[src/rtl/fetch_stage.sv]
// fetch_stage: instruction fetch front end; PC, word-addressed imem requests, in-order queue to decode.
// Ports:
//   clk, rst (async, active-low)
//   imem_req/imem_addr/imem_gnt      request side, imem_addr is the current PC
//   imem_rvalid/imem_rdata           in-order responses, at least one cycle after gnt
//   inst_valid/inst/inst_pc/inst_ready  head of the instruction queue to decode
//   redirect/redirect_pc             flush the queue, drop outstanding responses, refetch from redirect_pc
module fetch_stage #(
    parameter int WIDTH = 16,
    parameter int ADDR_WIDTH = 16,
    parameter int DEPTH = 4,
    parameter logic [ADDR_WIDTH-1:0] RESET_PC = '0
) (
    input  logic                  clk,
    input  logic                  rst,
    output logic                  imem_req,
    output logic [ADDR_WIDTH-1:0] imem_addr,
    input  logic                  imem_gnt,
    input  logic                  imem_rvalid,
    input  logic [WIDTH-1:0]      imem_rdata,
    output logic                  inst_valid,
    output logic [WIDTH-1:0]      inst,
    output logic [ADDR_WIDTH-1:0] inst_pc,
    input  logic                  inst_ready,
    input  logic                  redirect,
    input  logic [ADDR_WIDTH-1:0] redirect_pc
);
    localparam int PW = $clog2(DEPTH);
    localparam int CW = PW + 1;

    logic [ADDR_WIDTH-1:0] pc, resp_pc;
    logic [WIDTH-1:0]      q_inst [DEPTH];
    logic [ADDR_WIDTH-1:0] q_pc [DEPTH];
    logic [PW-1:0]         rd_ptr, wr_ptr;
    logic [CW-1:0]         count, inflight, drop;
    logic [CW:0]           used;
    logic                  fire, push, pop;

    // Credit: queued plus in-flight fetches never exceed the queue size, so a push always has room.
    assign used       = {1'b0, count} + {1'b0, inflight};
    assign imem_req   = rst && !redirect && (used < (CW+1)'(DEPTH));
    assign imem_addr  = pc;
    assign fire       = imem_req && imem_gnt;
    assign push       = imem_rvalid && (drop == '0) && !redirect;
    assign pop        = inst_valid && inst_ready && !redirect;
    assign inst_valid = (count != '0);
    assign inst       = q_inst[rd_ptr];
    assign inst_pc    = q_pc[rd_ptr];

    always_ff @(posedge clk or negedge rst) begin
        if (!rst) begin
            pc       <= RESET_PC;
            resp_pc  <= RESET_PC;
            rd_ptr   <= '0;
            wr_ptr   <= '0;
            count    <= '0;
            inflight <= '0;
            drop     <= '0;
            for (int i = 0; i < DEPTH; i++) begin
                q_inst[i] <= '0;
                q_pc[i]   <= '0;
            end
        end else begin
            inflight <= inflight + CW'(fire) - CW'(imem_rvalid);
            if (redirect) begin
                pc      <= redirect_pc;
                resp_pc <= redirect_pc;
                rd_ptr  <= '0;
                wr_ptr  <= '0;
                count   <= '0;
                // Every response still owed after this edge belongs to the old stream.
                drop    <= inflight - CW'(imem_rvalid);
            end else begin
                if (fire)
                    pc <= pc + ADDR_WIDTH'(1);
                if (imem_rvalid && drop != '0)
                    drop <= drop - CW'(1);
                if (push) begin
                    q_inst[wr_ptr] <= imem_rdata;
                    q_pc[wr_ptr]   <= resp_pc;
                    wr_ptr         <= wr_ptr + PW'(1);
                    resp_pc        <= resp_pc + ADDR_WIDTH'(1);
                end
                if (pop)
                    rd_ptr <= rd_ptr + PW'(1);
                count <= count + CW'(push) - CW'(pop);
            end
        end
    end
endmodule

[config.mk]
export PLATFORM = sky130hd
export DESIGN_NAME = fetch_stage
export DESIGN_NICKNAME = d
export VERILOG_FILES = /design/src/rtl/fetch_stage.sv
export SDC_FILE = /design/constraint.sdc
export NUM_CORES = 1
export LEC_CHECK = 0
export CAP_MARGIN = 10
export CORE_ASPECT_RATIO = 1.2
export CORE_MARGIN = 2
export CORE_UTILIZATION = 55
export CTS_BUF_LIST = sky130_fd_sc_hd__clkbuf_2 sky130_fd_sc_hd__clkbuf_4 sky130_fd_sc_hd__clkbuf_8
export DETAILED_ROUTE_END_ITERATION = 8
export PLACE_DENSITY_LB_ADDON = 0.2
export RECOVER_POWER = 100
export SETUP_SLACK_MARGIN = 0.15
export SYNTH_ARGS = -nofsm -noshare
export SYNTH_HDL_FRONTEND = slang
export SYNTH_SLANG_ARGS = --single-unit
[constraint.sdc]
create_clock -name clk -period 7.9 [get_ports clk]
set_clock_uncertainty 0.15 [all_clocks]
set_input_delay 2.37 -clock clk [delete_from_list [all_inputs] [get_ports clk]]
set_output_delay 2.37 -clock clk [all_outputs]
set_load 0.01 [all_outputs]
# Yosys cells after proc, flatten, opt, wreduce, memory -nomap -nowiden
# Index checks and enable logic that the tools add are counted.
[totals] mem_bits_rw=0 memories=0 output_inout_bits=50 latch_bits=0 rom_bits=0 inputBits=38 register_bits=173 wordCells=72
[op_classes] muxes=21 eq_ne=0 multipliers=0 n_addsub=11 n_bitwise=3 n_reduce_logical=18 n_lt_le_gt_ge=4 n_div=0 shifts=0
[ops] op="$mux W16" n=9
[ops] op="$bwmux W64" n=2
[ops] op="$bmux W16 S2" n=2
[ops] op="$add A16 B1 Y16 const B" n=2
[ops] op="$demux W16 S2" n=1
[ops] op="$logic_and A1 B1 Y1" n=9
[ops] op="$mux W3" n=3
[ops] op="$sub A3 B1 Y3" n=3
[ops] op="$mux W2" n=4
[ops] op="$reduce_bool A2 Y1" n=4
[ops] op="$add A3 B1 Y3" n=2
[ops] op="$ge A3 B3 Y1 const B" n=2
[ops] op="$not A2 Y3" n=2
[ops] op="$reduce_bool A3 Y1" n=2
[ops] op="$add A2 B1 Y2 const B" n=2
[ops] op="$add A3 B3 Y4" n=1
[ops] op="$lt A4 B3 Y1 const B" n=1
[ops] op="$logic_not A3 Y1" n=1
[ops] op="$lt A3 B1 Y1 const B" n=1
[ops] op="$sub A3 B1 Y3 const B" n=1
[ops] op="$reduce_and A2 Y1" n=1
[ops] op="$logic_not A1 Y1" n=1
[ops] op="$not A1 Y1" n=1

# Logic depth before layout (Yosys ltp)
# Gate-level depths: netlist of run 1.
[depth] ltp_word=6 mapped_depth=12 mapped_depth_nobuf=12

# Worst setup path before layout of run 1
# OpenSTA, ideal clock, no wires.
[synth_path] kind="input port to output port" startpoint="input redirect" endpoint="output imem_req" stages=3 required_time_ps=5380 arrival_time_ps=3041 slack_ps=2339 n_path_buf=1 cell_sequence="buf_2 nor3_4 and3_1"
[synth_between] elab_chain_cells=3
[synth_lines] element="from (decl)" line_no="25" text="input logic redirect,"
[synth_lines] element="$logic_not A1 Y1" line_no="41" text="assign imem_req = rst && !redirect && (used < (CW+1)'(DEPTH));"
[synth_lines] element="$logic_and A1 B1 Y1 (2 in a row)" line_no="41"
[synth_lines] element="to (decl)" line_no="16" text="output logic imem_req,"
# Every way passes these cells.

# Worst setup path after layout of run 1
# Same ends and word-level chain as after synthesis.

==> results of run 1 <==
## layer usage
| metal | part of all wire, % | global-route usage (%) | up-vias |
|---|---|---|---|
| met4 | 1.9 | 6.89 | 0 |
| met1 | 42 | 28.8 | 2645 |
| li1 | - | - | 2339 |
| met2 | 52 | 39.8 | 133 |
| met5 | 0 | 0 | - |
| met3 | 4.1 | 4.88 | 30 |
## critical path, delay by kind of cell
kind	cells	cell delay, ns
buf+inv	2	1.20
simple gates	2	0.78
## power breakdown
part / switching (mW) / internal, mW / total (mW)
logic: 0.371 / 0.544 / 0.915
clock network: 0.301 / 0.257 / 0.558
registers: 0.133 / 1.07 / 1.21
total: 0.806 / 1.88 / 2.68
## flip-flops by register name (all words and copies together) (netlist names)
register   flops
q_inst        64
resp_pc       16
wr_ptr         2
rd_ptr         2
imem_addr     16
drop           3
count          3
q_pc          64
inflight       3
## worst paths after layout
path	startpoint	depth (start not counted)	slack [ns]	end
min reg2reg	q_pc[18]	1	0.35	q_pc[18]
min	q_pc[18]	1	0.35	q_pc[18]
min in group asynchronous	rst	1	1.69	q_inst[55]
max	redirect	4	1.03	imem_req
max in group asynchronous	rst	2	1.93	q_inst[12]
max reg2reg	drop[0]	7	4.10	q_pc[51]
## per-stage QoR
stage          instances  util (%)  instance area [um2]
6_report             884      65.8                 9520
2_1_floorplan        592         -                 8190
3_5_place_dp         852      63.7                 9210
3_3_place_gp         852      63.7                 9210
5_1_grt              884      65.8                 9520
4_1_cts              884      66.1                 9570
## cells in the final DEF, fill, tap and decap left out, types with 16 or more instances in the layout
master                            instances
sky130_fd_sc_hd__clkbuf_8                19
sky130_fd_sc_hd__dlygate4sd3_1           49
sky130_fd_sc_hd__ha_1                    16
sky130_fd_sc_hd__inv_1                   21
sky130_fd_sc_hd__nor2_1                  18
sky130_fd_sc_hd__nand2_1                 17
sky130_fd_sc_hd__clkdlybuf4s50_1         37
sky130_fd_sc_hd__mux2_2                 132
sky130_fd_sc_hd__mux4_2                  32
sky130_fd_sc_hd__dfrtp_1                173
## logic make-up (layout without fill, tap and decap cells)
| kind of cell | count (synthesis) | in the layout | share of synthesized area (%) |
|---|---|---|---|
| compound gates | 48 | 48 | 4.03 |
| xor+xnor | 20 | 20 | 2.14 |
| fa+ha+maj | 18 | 18 | 2.93 |
| buf+inv | 57 | 149 | 2.98 |
| flops | 173 | 173 | 52.9 |
| mux | 168 | 168 | 27.4 |
| simple gates | 108 | 108 | 7.59 |
## final cells by class
cell class | instances | area, um2
fillers | 1090 | 4960
flip-flops and latches | 173 | 4330
multi-input cells | 362 | 3600
repair buffers | 96 | 910
clock buffers | 26 | 314
well taps | 200 | 250
inverters | 21 | 78.8
clock inverters | 6 | 37.5
==> run summary, run 1 <==
setup repair after global routing missed its margin - no
yosys synthesis warning count - 0
worst-path maximum fanout - 6
net count after synthesis - 648
clock tree from TritonCTS - built
Final min period - 6.87 ns
number of antenna violations at the first check in global routing - 0
number of post-CTS setup repair buffers - 0
Slew HR - -154%
wire length reported by the detailed router - 17.0 mm
worst slew pin tran - 3.82 ns
portion of the clock cycle consumed by the worst path in the final layout - 87.0%
placement-stage worst setup slack - 1.40 ns
ranking of synthesized cells by instance count - sky130_fd_sc_hd__dfrtp_1, sky130_fd_sc_hd__mux2_2, sky130_fd_sc_hd__mux4_2
vias in the first global route - 5,497
via total after detailed routing - 5,147
Req. time, crit path - 5.38 ns
detailed router's first-iteration violation count - 255
area leader, netlist - sky130_fd_sc_hd__dfrtp_1
power density relative to cell area - 282 nW/um2
number of hold-repair buffers added at the cts stage - 0
total of cells resized after clock tree synthesis - 0
floorplan row count - 48
residual DRC count - 0
arrival time at the worst endpoint - 4.35 ns
CTS clock-pin slew for the worst setup and hold paths - 0.08 ns
final hold violation count - 0
# nets final - 727
post-synthesis cell type count - 49
area of the core - 14,500 um2
leak pwr - 4.33 nW
failing checks - capacitance limit, slew limit
total of buffers placed on input and output ports - 87
post-synth design cell area - 8190 um2
post-detailed-route wirelength per cell - 19.2 um
cell with the largest stage delay on the worst path - sky130_fd_sc_hd__dlygate4sd3_1
fin worst setup slack - 1.03 ns
area share of the largest cell type after synthesis - 52.9%
sinks on the clock net - 173
cell breakdown of the critical path - dlygate4sd3_1 > nor3_1 > and3_1 > dlygate4sd3_1
number of enable flip-flop cells after synthesis - 0
tightest hold margin - 0.354 ns
first-pass GRT wire length - 27.8 mm
Initial Util - 56.6%
max-slew violations - 277
final setup TNS - 0 ns
status - finished with violations
cells after synthesis - 592
post-synthesis async set-or-reset flop share - 100%
max-cap violation count - 7
Die Footprint - 15,900 um2
post-DR vias/cell - 5.82
number of failing setup endpoints in the final timing report - 0
count of antenna diodes in the layout - 0
main area contributors after synthesis - sky130_fd_sc_hd__dfrtp_1, sky130_fd_sc_hd__mux2_2, sky130_fd_sc_hd__mux4_2
maximum ir drop on the vdd rail - 0.000143 V
Max Clk Rate - 146 MHz
DRT Pass-1 Iters - 5
Remaining Overflow, GRT - 0
biggest cell delay along the critical path - 0.63 ns
path category of the worst min-delay check - reg -> reg
most frequently used cell type in the post-synthesis netlist - sky130_fd_sc_hd__dfrtp_1
maximum number of pins on one net before global-route repair - 75
clock network latency to the later pin of the worst-skew pair - 0.45 ns
total of flip-flops plus latches after synthesis - 173
ratio of cells with drive above 1 in the final layout - 29.7%
most used flip-flop cell after synthesis - sky130_fd_sc_hd__dfrtp_1
start-to-end type of the worst setup path - in -> out
DPL Wire Length - 11.4 mm
depth of the CTS H-tree - 4
clock root cell - sky130_fd_sc_hd__clkbuf_8
most common cell type on the critical path - sky130_fd_sc_hd__dlygate4sd3_1
number of buffers on the longest clock path - 2
I/O Pins - 88
total clock buffers created by CTS - 17
routability congestion estimate from global placement - 0.831
Die Ht - 138 um
share of the yosys chip area belonging to registers - 52.9%
synthesis-to-layout area growth - 16.2%
syn_area_per_cell - 13.8 um2
chip width - 115 um
startpoint kind of the worst setup timing path - input port
post-route total power - 2.68 mW
nature of the critical path endpoint - output pin
global routing usage summed across all routing layers - 22.9%
Final ANT Viol Nets - 0
Note: power is estimated with default switching activity, not from simulation.
==> run 2: changes to the inputs <==
--- a/config.mk
+++ b/config.mk
@@ -14,6 +14,7 @@
 export PLACE_DENSITY_LB_ADDON = 0.2
 export RECOVER_POWER = 100
 export SETUP_SLACK_MARGIN = 0.15
+export SLEW_MARGIN = 20
 export SYNTH_ARGS = -nofsm -noshare
 export SYNTH_HDL_FRONTEND = slang
 export SYNTH_SLANG_ARGS = --single-unit
==> results of run 2 <==
No change in the layout: final DEF, timing and power equal those of run 1.
==> run 3: changes to the inputs <==
--- a/config.mk
+++ b/config.mk
@@ -8,7 +8,7 @@
 export CAP_MARGIN = 10
 export CORE_ASPECT_RATIO = 1.2
 export CORE_MARGIN = 2
-export CORE_UTILIZATION = 55
+export CORE_UTILIZATION = 53
 export CTS_BUF_LIST = sky130_fd_sc_hd__clkbuf_2 sky130_fd_sc_hd__clkbuf_4 sky130_fd_sc_hd__clkbuf_8
 export DETAILED_ROUTE_END_ITERATION = 8
 export PLACE_DENSITY_LB_ADDON = 0.2
==> constraint.sdc (replaced) <==
create_clock -name clk -period 5.6 [get_ports clk]
set_clock_uncertainty 0.15 [all_clocks]
set_input_delay 1.68 -clock clk [delete_from_list [all_inputs] [get_ports clk]]
set_output_delay 1.68 -clock clk [all_outputs]
set_load 0.01 [all_outputs]
==> run summary, run 3 (same netlist as run 1, synthesis figures left out) <==
most congested layer reported by global routing - met2
I/O Pins - 88 (unchanged)
routability congestion estimate from global placement - 0.864 (+3.9%)
Die Footprint - 16,500 um2 (+3.7%)
final hold violation count - 0 (unchanged)
number of post-CTS setup repair buffers - 0 (unchanged)
biggest cell delay along the critical path - 0.62 ns (about the same)
endpoint of the worst-slack reg-to-reg timing path - inflight[2]
global routing usage summed across all routing layers - 22.7% (-0.23 points)
sinks on the clock net - 173 (unchanged)
DRT Pass-1 Iters - 4 (-1)
maximum ir drop on the vdd rail - 0.000148 V (+3.4%)
clock root cell - sky130_fd_sc_hd__clkbuf_8
post-DR vias/cell - 5.84 (+0.30%)
Slew HR - -14.5% (+140 points)
first-pass GRT wire length - 29.3 mm (+5.7%)
post-detailed-route wirelength per cell - 19.4 um (+0.66%)
Filler Cells Inserted - 1,210 (+11%)
Initial Util - 54.3% (-2.3 points)
residual DRC count - 0 (unchanged)
total clock buffers created by CTS - 17 (unchanged)
total of cells resized after clock tree synthesis - 0 (unchanged)
Reg2Reg Launch Point - inflight[2]
tightest hold margin - 0.355 ns (+0.000233 ns)
worst slew pin tran - 1.72 ns (-2.10 ns)
chip width - 117 um (+1.8%)
clock network latency to the later pin of the worst-skew pair - 0.46 ns (about the same)
power density relative to cell area - 412 nW/um2 (+46%)
Sequential Area - 4330 um2 (about the same)
via total after detailed routing - 5,215 (+1.3%)
DPL Wire Length - 11.5 mm (+0.66%)
worst-path maximum fanout - 3 (-3)
wire length reported by the detailed router - 17.3 mm (+1.7%)
setup repair after global routing missed its margin - no
max-cap violation count - 2 (-5)
Min-Delay Startpoint - q_inst[17]
number of antenna violations at the first check in global routing - 0 (unchanged)
number of hold-repair buffers added at the cts stage - 0 (unchanged)
clock tree from TritonCTS - built
nature of the critical path endpoint - output pin
# nets final - 732 (+0.69%)
cell breakdown of the critical path - dlygate4sd3_1 > nor3_1 > and3_1 > dlygate4sd3_1
Final min period - 5.19 ns
max-slew violations - 72 (-74%)
final setup TNS - 0 ns (unchanged)
most common cell type on the critical path - sky130_fd_sc_hd__dlygate4sd3_1
met1 track demand over resource in global routing - 29.4% (+0.53 points)
post-route total power - 3.98 mW (+48%)
portion of the clock cycle consumed by the worst path in the final layout - 92.8%
fin worst setup slack - 0.406 ns (-0.624 ns)
total of buffers placed on input and output ports - 87 (unchanged)
startpoint kind of the worst setup timing path - input port
status - finished with violations
leading cell types in the layout, fill and taps excluded - sky130_fd_sc_hd__dfrtp_1, sky130_fd_sc_hd__mux2_2, sky130_fd_sc_hd__dlygate4sd3_1
Max Clk Rate - 193 MHz
Cells on Worst Hold Path - 1 (unchanged)
cell with the largest stage delay on the worst path - sky130_fd_sc_hd__dlygate4sd3_1
vias in the first global route - 5,633 (+2.5%)
leading registers by flop count - q_inst x64, q_pc x64
final standard cell utilization of the core - 64.1% (-1.7 points)
number of buffers on the longest clock path - 2 (unchanged)
start-to-end type of the worst setup path - in -> out
R2R depth - 11 (+4)
Remaining Overflow, GRT - 0 (unchanged)
Req. time, crit path - 3.77 ns (-1.61 ns)
detailed router's first-iteration violation count - 358 (+40%)
M3 GR Usage - 4.07% (-0.81 points)
internal reg-to-reg setup slack - 2.69 ns (-1.41 ns)
Die Ht - 140 um (+1.8%)
count of antenna diodes in the layout - 0 (unchanged)
maximum number of pins on one net before global-route repair - 75 (unchanged)
placement-stage worst setup slack - 0.626 ns (-0.778 ns)
most common cell after layout, fill and taps aside - sky130_fd_sc_hd__dfrtp_1
path category of the worst min-delay check - reg -> reg
Final ANT Viol Nets - 0 (unchanged)
ratio of cells with drive above 1 in the final layout - 30.9% (+1.2 points)
failing checks - capacitance limit, slew limit
leak pwr - 4.42 nW (+2.1%)
M2 GR Usage - 39.3% (-0.49 points)
floorplan row count - 49 (+2.1%)
synthesis-to-layout area growth - 18.0%
CTS clock-pin slew for the worst setup and hold paths - 0.08 ns (about the same)
arrival time at the worst endpoint - 3.36 ns (-0.99 ns)
area of the core - 15,100 um2 (+4.2%)
number of failing setup endpoints in the final timing report - 0 (unchanged)
area occupied by multi-input gates - 3600 um2 (+0.17%)
depth of the CTS H-tree - 4 (unchanged)
Worst Hold Path EP - q_inst[17]
run 3: area by class of cell:
cell class                      instances  area share [%]
Sequential cell                       173            44.8
Inverter                               21           0.816
Multi-Input combinational cell        362            37.3
Tap cell                              204            2.64
Timing Repair Buffer                  101            9.75
Clock buffer                           28            3.66
Clock inverter                          4            1.02
run 3: power by group:
part / total (mW) / switching, mW / internal, mW
clock: 0.971 / 0.431 / 0.540
sequential: 1.70 / 0.183 / 1.52
combinational: 1.31 / 0.542 / 0.768
run 3: metrics by stage:
stage | std cells | area (um2)
after floorplan | 592 | 8190
after global placement | 861 | 9260
after detailed placement | 861 | 9260
after CTS | 893 | 9710
after global routing | 893 | 9660
final | 893 | 9660
run 3: how the worst max path moves through the flow:
| stage | end | slack (ns) | cells past startpoint | start |
|---|---|---|---|---|
| floorplan | imem_req | 1.42 | 3 | redirect |
| global placement | imem_req | 0.63 | 4 | redirect |
| detailed placement | imem_req | 0.63 | 4 | redirect |
| CTS | imem_req | 0.61 | 4 | redirect |
| global route | imem_req | 0.33 | 4 | redirect |
| finish | imem_req | 0.41 | 4 | redirect |
run 3: routing by layer:
layer / share of wire [%] / wire length, um / vias up
met5: 0 / 0 / -
met3: 3.5 / 600 / 20
met4: 1.3 / 224 / 0
li1: - / - / 2361
met2: 52 / 9060 / 120
met1: 43 / 7420 / 2714
run 3: critical path, delay by kind of cell:
family	cells	cell delay [ns]
buffers and inverters	2	1.21
AND/OR/NAND/NOR	2	0.47
